### config.mk
export PLATFORM = sky130hd
export DESIGN_NAME = param_readback
export DESIGN_NICKNAME = d
export VERILOG_FILES = /design/src/rtl/alarm_pkg.sv /design/src/rtl/param_readback_dwell_counter.sv /design/src/rtl/param_readback.sv
export SDC_FILE = /design/constraint.sdc
export NUM_CORES = 1
export LEC_CHECK = 0
export ABC_AREA = 1
export BUFFER_PORTS_ARGS = -buffer_cell sky130_fd_sc_hd__buf_2
export CAP_MARGIN = 20
export CORE_MARGIN = 1
export CORE_UTILIZATION = 46
export CTS_CLUSTER_SIZE = 40
export DETAILED_ROUTE_END_ITERATION = 10
export PLACE_DENSITY = 0.7
export SYNTH_ARGS = -nofsm -noshare
export SYNTH_HDL_FRONTEND = slang
export SYNTH_SLANG_ARGS = --single-unit
### constraint.sdc
create_clock -name clock -period 1.2 [get_ports clock]
set_input_delay 0.18 -clock clock [delete_from_list [all_inputs] [get_ports clock]]
set_output_delay 0.18 -clock clock [all_outputs]
set_load 0.1 [all_outputs]
### src/rtl/alarm_pkg.sv
// Shared definitions for the alarm controller: interval/slot codes used by the
// alarm FSM, the parameter store and the readback scanner, plus the readback
// state encoding and a slot-advance helper.
package alarm_pkg;

  localparam int SLOT_W = 2;

  typedef enum logic [SLOT_W-1:0] {
    ARM_DELAY    = 2'd0,
    DRIVER_DELAY = 2'd1,
    PASS_DELAY   = 2'd2,
    ALARM_ON     = 2'd3
  } interval_e;

  typedef enum logic [1:0] {
    IDLE    = 2'd0,
    REQUEST = 2'd1,
    CAPTURE = 2'd2,
    DWELL   = 2'd3
  } readback_state_e;

  // Step to the following slot, falling back to the first slot after the last.
  function automatic logic [SLOT_W-1:0] next_slot(input logic [SLOT_W-1:0] slot,
                                                  input logic [SLOT_W-1:0] last_slot);
    logic [SLOT_W-1:0] result;
    if (slot == last_slot) result = ARM_DELAY;
    else                   result = slot + SLOT_W'(1);
    return result;
  endfunction

endpackage

### src/rtl/param_readback_dwell_counter.sv
// Dwell timer for the parameter readback scanner: loaded with the number of
// one-second ticks a value stays on display, counts ticks down, and flags the
// tick that ends the dwell.
module dwell_counter #(
  parameter int LOAD_VALUE = 2,
  parameter int CNT_W      = $clog2(LOAD_VALUE + 1)
) (
  input  logic clock,
  input  logic reset,
  input  logic load,
  input  logic tick,
  output logic expire
);

  logic [CNT_W-1:0] count;

  // Load wins over a simultaneous tick so the full dwell always starts fresh.
  always_ff @(posedge clock or posedge reset) begin
    if (reset) begin
      count <= '0;
    end else if (load) begin
      count <= CNT_W'(LOAD_VALUE);
    end else if (tick && (count != '0)) begin
      count <= count - CNT_W'(1);
    end
  end

  assign expire = tick && (count == CNT_W'(1));

endmodule

### src/rtl/param_readback.sv
// Sequential readback of the alarm controller's time-parameter store. A rising
// edge on the review switch walks every slot, reading each through the shared
// store port and holding it on the display for a fixed number of 1 Hz ticks.
// Build option: PARAM_READBACK_CONTINUOUS_EN makes the scan loop forever
// (no done pulse) until abort or reset.
module param_readback
  import alarm_pkg::*;
#(
  parameter int NUM_SLOTS     = 4,
  parameter int DWELL_SECONDS = 2,
  parameter int VALUE_W       = 4
) (
  input  logic               clock,
  input  logic               reset,
  input  logic               start,
  input  logic               abort,
  input  logic               one_hz_enable,
  input  logic               rd_gnt,
  input  logic [VALUE_W-1:0] rd_data,
  output logic               rd_req,
  output logic [1:0]         rd_sel,
  output logic [1:0]         disp_slot,
  output logic [VALUE_W-1:0] disp_value,
  output logic               disp_valid,
  output logic               busy,
  output logic               done
);

  localparam int                CNT_W     = $clog2(DWELL_SECONDS + 1);
  localparam logic [SLOT_W-1:0] LAST_SLOT = SLOT_W'(NUM_SLOTS - 1);

  readback_state_e   state;
  readback_state_e   state_next;
  logic              start_q;
  logic              start_edge;
  logic [SLOT_W-1:0] slot;
  logic              dwell_load;
  logic              dwell_tick;
  logic              dwell_expire;

  assign start_edge = start & ~start_q;
  assign dwell_load = (state == CAPTURE);
  assign dwell_tick = one_hz_enable && (state == DWELL);

  dwell_counter #(
    .LOAD_VALUE (DWELL_SECONDS),
    .CNT_W      (CNT_W)
  ) u_dwell (
    .clock  (clock),
    .reset  (reset),
    .load   (dwell_load),
    .tick   (dwell_tick),
    .expire (dwell_expire)
  );

  // State register.
  always_ff @(posedge clock or posedge reset) begin
    if (reset) state <= IDLE;
    else       state <= state_next;
  end

  // Next-state decode; abort overrides everything, including a start edge.
  always_comb begin
    state_next = state;
    if (abort) begin
      state_next = IDLE;
    end else begin
      case (state)
        IDLE:    if (start_edge) state_next = REQUEST;
        REQUEST: if (rd_gnt) state_next = CAPTURE;
        CAPTURE: state_next = DWELL;
        DWELL: begin
          if (dwell_expire) begin
`ifdef PARAM_READBACK_CONTINUOUS_EN
            state_next = REQUEST;
`else
            if (slot == LAST_SLOT) state_next = IDLE;
            else                   state_next = REQUEST;
`endif
          end
        end
        default: state_next = IDLE;
      endcase
    end
  end

  // Outputs decoded purely from registered state so rd_req cannot glitch.
  always_comb begin
    rd_req = (state == REQUEST);
    rd_sel = slot;
    busy   = (state != IDLE);
  end

  // Slot pointer, display registers, edge detector and done pulse. start_q
  // resets high so a switch already on when reset releases is not an edge.
  always_ff @(posedge clock or posedge reset) begin
    if (reset) begin
      start_q    <= 1'b1;
      slot       <= ARM_DELAY;
      disp_slot  <= '0;
      disp_value <= '0;
      disp_valid <= 1'b0;
      done       <= 1'b0;
    end else begin
      start_q <= start;
      done    <= 1'b0;
      if (abort) begin
        disp_valid <= 1'b0;
        slot       <= ARM_DELAY;
      end else begin
        case (state)
          IDLE: begin
            if (start_edge) slot <= ARM_DELAY;
          end
          CAPTURE: begin
            disp_value <= rd_data;
            disp_slot  <= slot;
            disp_valid <= 1'b1;
          end
          DWELL: begin
            if (dwell_expire) begin
              slot <= next_slot(slot, LAST_SLOT);
`ifndef PARAM_READBACK_CONTINUOUS_EN
              if (slot == LAST_SLOT) begin
                done       <= 1'b1;
                disp_valid <= 1'b0;
              end
`endif
            end
          end
          default: begin
          end
        endcase
      end
    end
  end

endmodule

==> results.sh <==
export IMPL_p_total_w=0.00403
export IMPL_end_kind="primary output"
export IMPL_avgRoutedWirePerCell_um=16.3
export IMPL_die_w_um=45.2
export IMPL_syn_area_per_cell_sq_um=9.52
export IMPL_grt_pass1_wl_um=3740
export IMPL_ys_ff_latch=15
export IMPL_multiInputGateArea_sq_um=557
export IMPL_cp_required_ps=1020
export IMPL_crit_fanout=3
export IMPL_max_slew_margin=0.755
export IMPL_comb_power_share=0.718
export IMPL_synth_top_family_by_area="simple AND/OR/NAND/NOR gates"
export IMPL_max_vdd_ir_drop_uv=2030
export IMPL_grt_max_degree=10
export IMPL_yosys_area_share_xor_xnor=0.0102
export IMPL_insertion_delay_ps=280
export IMPL_syn_num_nets=107
export IMPL_holdCritPathClass="in -> reg"
export IMPL_fillers=77
export IMPL_port_buffers=21
export IMPL_num_nets_final=153
export IMPL_synth_cell_types=23
export IMPL_overflow=0
export IMPL_fin_ws_ps=-282
export IMPL_rsz0062_at_grt="true"
export IMPL_synth_simple_area_share=0.270
export IMPL_syn_to_final_growth_pct=77.1
export IMPL_clock_sinks=15
export IMPL_core_area_sq_um=1750
export IMPL_status="finished, violations left"
export IMPL_drtAntennaViolNets=0
export IMPL_slew_violations=0
export IMPL_antenna_cells=0
export IMPL_tightest_slew_ps=366
export IMPL_synth_top_area_share=0.409
export IMPL_seq_area_sq_um=387
export IMPL_die_h_um=45.2
export IMPL_max_freq_mhz=675
export IMPL_clk_pin_slew_ps=110
export IMPL_maxCapViolCount=0
export IMPL_die_area_sq_um=2040
export IMPL_finish_utilization=0.870
export IMPL_p_per_area_nw_per_um2=2660
export IMPL_fin_cells=160
export IMPL_core_rowCount=15
export IMPL_synth_top_area_cell="dfrtp_1"
export IMPL_rrSetupSlack_ps=-250
export IMPL_start_util=0.491
export IMPL_finalCritPeriodShare=1.24
export IMPL_setup_viol=17
export IMPL_grt_antenna_before_repair=0
export IMPL_p_switching_w=0.00206
export IMPL_grt_usage=0.261
export IMPL_violations="setup timing"
export IMPL_worstSetupPathType="reg -> out"
export IMPL_synthAdderAreaFrac=0.102
export IMPL_drive_gt1_frac=0.593
export IMPL_synth_area_leaders="dfrtp_1 (41%), ha_1 (10%), nand2_1 (8.3%)"
export IMPL_seq_area_frac_synth=0.439
export IMPL_vias=818
export IMPL_dr_pass1_iters=4
export IMPL_gp_congestion=0.908
export IMPL_synth_area_sq_um=857
export IMPL_p_leak_nw=0.746
export IMPL_dp_hpwl_um=1540
export IMPL_first_iter_violations=17
export IMPL_finClkSkew_ps=9.33
export IMPL_num_io_pins=22
export IMPL_routed_wl_um=2600
export IMPL_tns_ps=-2370
export IMPL_fin_crit_ps=1480
export IMPL_seqPwrFrac=0.206
export IMPL_root_buffer="clkbuf_4"
export IMPL_cts_buffer_depth=2
export IMPL_power_frac_clock=0.076
export IMPL_power_switching_share=0.511
export IMPL_synth_mux_area_frac=0.0876
export IMPL_yosys_warnings=0
export IMPL_grt_pass1_vias=828
export IMPL_start_kind="flip-flop"
export IMPL_arrival_ps=1300
export IMPL_cts_buffers=3
export IMPL_viasPerCell=5.11
export IMPL_hold_viol=0
export IMPL_drc_errors=0
export IMPL_intPower_w=0.00197
export IMPL_tritoncts="built"
export IMPL_dp_cells=145
export IMPL_synth_compound_area_frac=0.0175
export IMPL_syn_inst=90
export IMPL_htreeDepth=1
-- stage by stage --
| step | area (sq um) | setup WS [ps] | hold WS (ps) |
|---|---|---|---|
| 6_report | 1520 | -282 | 127 |
| 3_5_place_dp | 1280 | -128 | 176 |
| 5_1_grt | 1520 | -318 | 127 |
| 4_1_cts | 1460 | -257 | 127 |
| 3_3_place_gp | 1280 | -78.1 | 143 |
| 2_1_floorplan | 903 | -528 | 80.7 |
-- logic make-up after synthesis --
family / count (synthesis)
simple gates: 44
flops: 15
buf+inv: 14
fa+ha+maj: 7
mux: 6
compound gates: 3
xor+xnor: 1
-- worst paths after layout --
path / end / cells past startpoint / from
min reg2reg: u_dwell.count[1] / 2 / u_dwell.count[1]
min in group asynchronous: state[1] / 3 / reset
max reg2reg: state[0] / 10 / state[0]
min: disp_value[2] / 2 / rd_data[2]
max: busy / 5 / state[0]
max in group asynchronous: disp_value[1] / 4 / reset
-- registers in the layout, summed over array words and instances, names as in the netlist --
signal,cells
u_dwell.count,2
done,1
state,2
disp_slot,2
start_q,1
disp_valid,1
rd_sel,2
disp_value,4
-- critical path: stages, from the launching register on --
cell,delay [ps]
dfrtp_1,430
inv_2,90
ha_4,140
clkinvlp_4,80
buf_6,120
buf_12,150
-- layer usage --
| metal | vias to the layer above | GRT usage | wire length (um) |
|---|---|---|---|
| li1 | 374 | - | - |
| met1 | 390 | 0.305 | 1030 |
| met2 | 42 | 0.472 | 1330 |
| met3 | 12 | 0.0520 | 159 |
| met4 | 0 | 0.0848 | 85 |
| met5 | - | 0 | 0 |
-- what timing repair did --
item | CTS | global route
endpoints found under the hold margin | 7 | 0
resized for setup | 16 | 9
endpoints found under the setup margin | 17 | 17
hold buffers | 2 | 0
buffers inserted | 7 | 2
pin swaps | 13 | 5
-- power groups by stage --
stage               combinational [W]  sequential, W  clock (W)
finish                        0.00289       0.000832   0.000307
floorplan                    0.000864        0.00152          0
detailed placement            0.00248       0.000834          0
global placement              0.00244       0.000818          0
global route                  0.00301       0.000848   0.000328
CTS                           0.00275       0.000820   0.000298
-- cells in the mapped netlist --
cell,instances
nand2_1,19
dfrtp_1,14
inv_1,11
nor2_1,8
ha_1,7
mux2_2,4
nand3_1,4
nand2_4,3
nand4_1,3
mux2_4,2
nor2_4,2
o21ai_0,2
a21oi_1,1
buf_6,1
dfstp_2,1
inv_2,1
inv_4,1
nand2_2,1
nand3_2,1
nand3b_1,1
nor2_2,1
nor3_1,1
xor2_1,1
-- area by class of cell --
cell class | instances | share of cell area
Multi-Input combinational cell | 61 | 0.367
Timing Repair Buffer | 42 | 0.303
Sequential cell | 15 | 0.255
Inverter | 13 | 0.0379
Tap cell | 25 | 0.0206
Clock buffer | 4 | 0.0173
-- placed cells by master, fill, tap and decap left out, types with 2 or more instances in the layout --
cell type	instances
nand2_1	16
ha_1	2
dfrtp_2	2
nand4_1	3
nand3_2	2
buf_4	16
nand2_2	4
nor2_2	2
dfrtp_4	2
nor2_1	7
inv_1	8
nand2_4	2
ha_4	5
inv_2	2
buf_12	12
clkbuf_4	3
buf_6	3
inv_4	2
buf_2	9
dlygate4sd3_1	2
mux2_4	6
nor2_4	2
dfrtp_1	10
nand3_4	3
(Power assumes the default switching activity.)
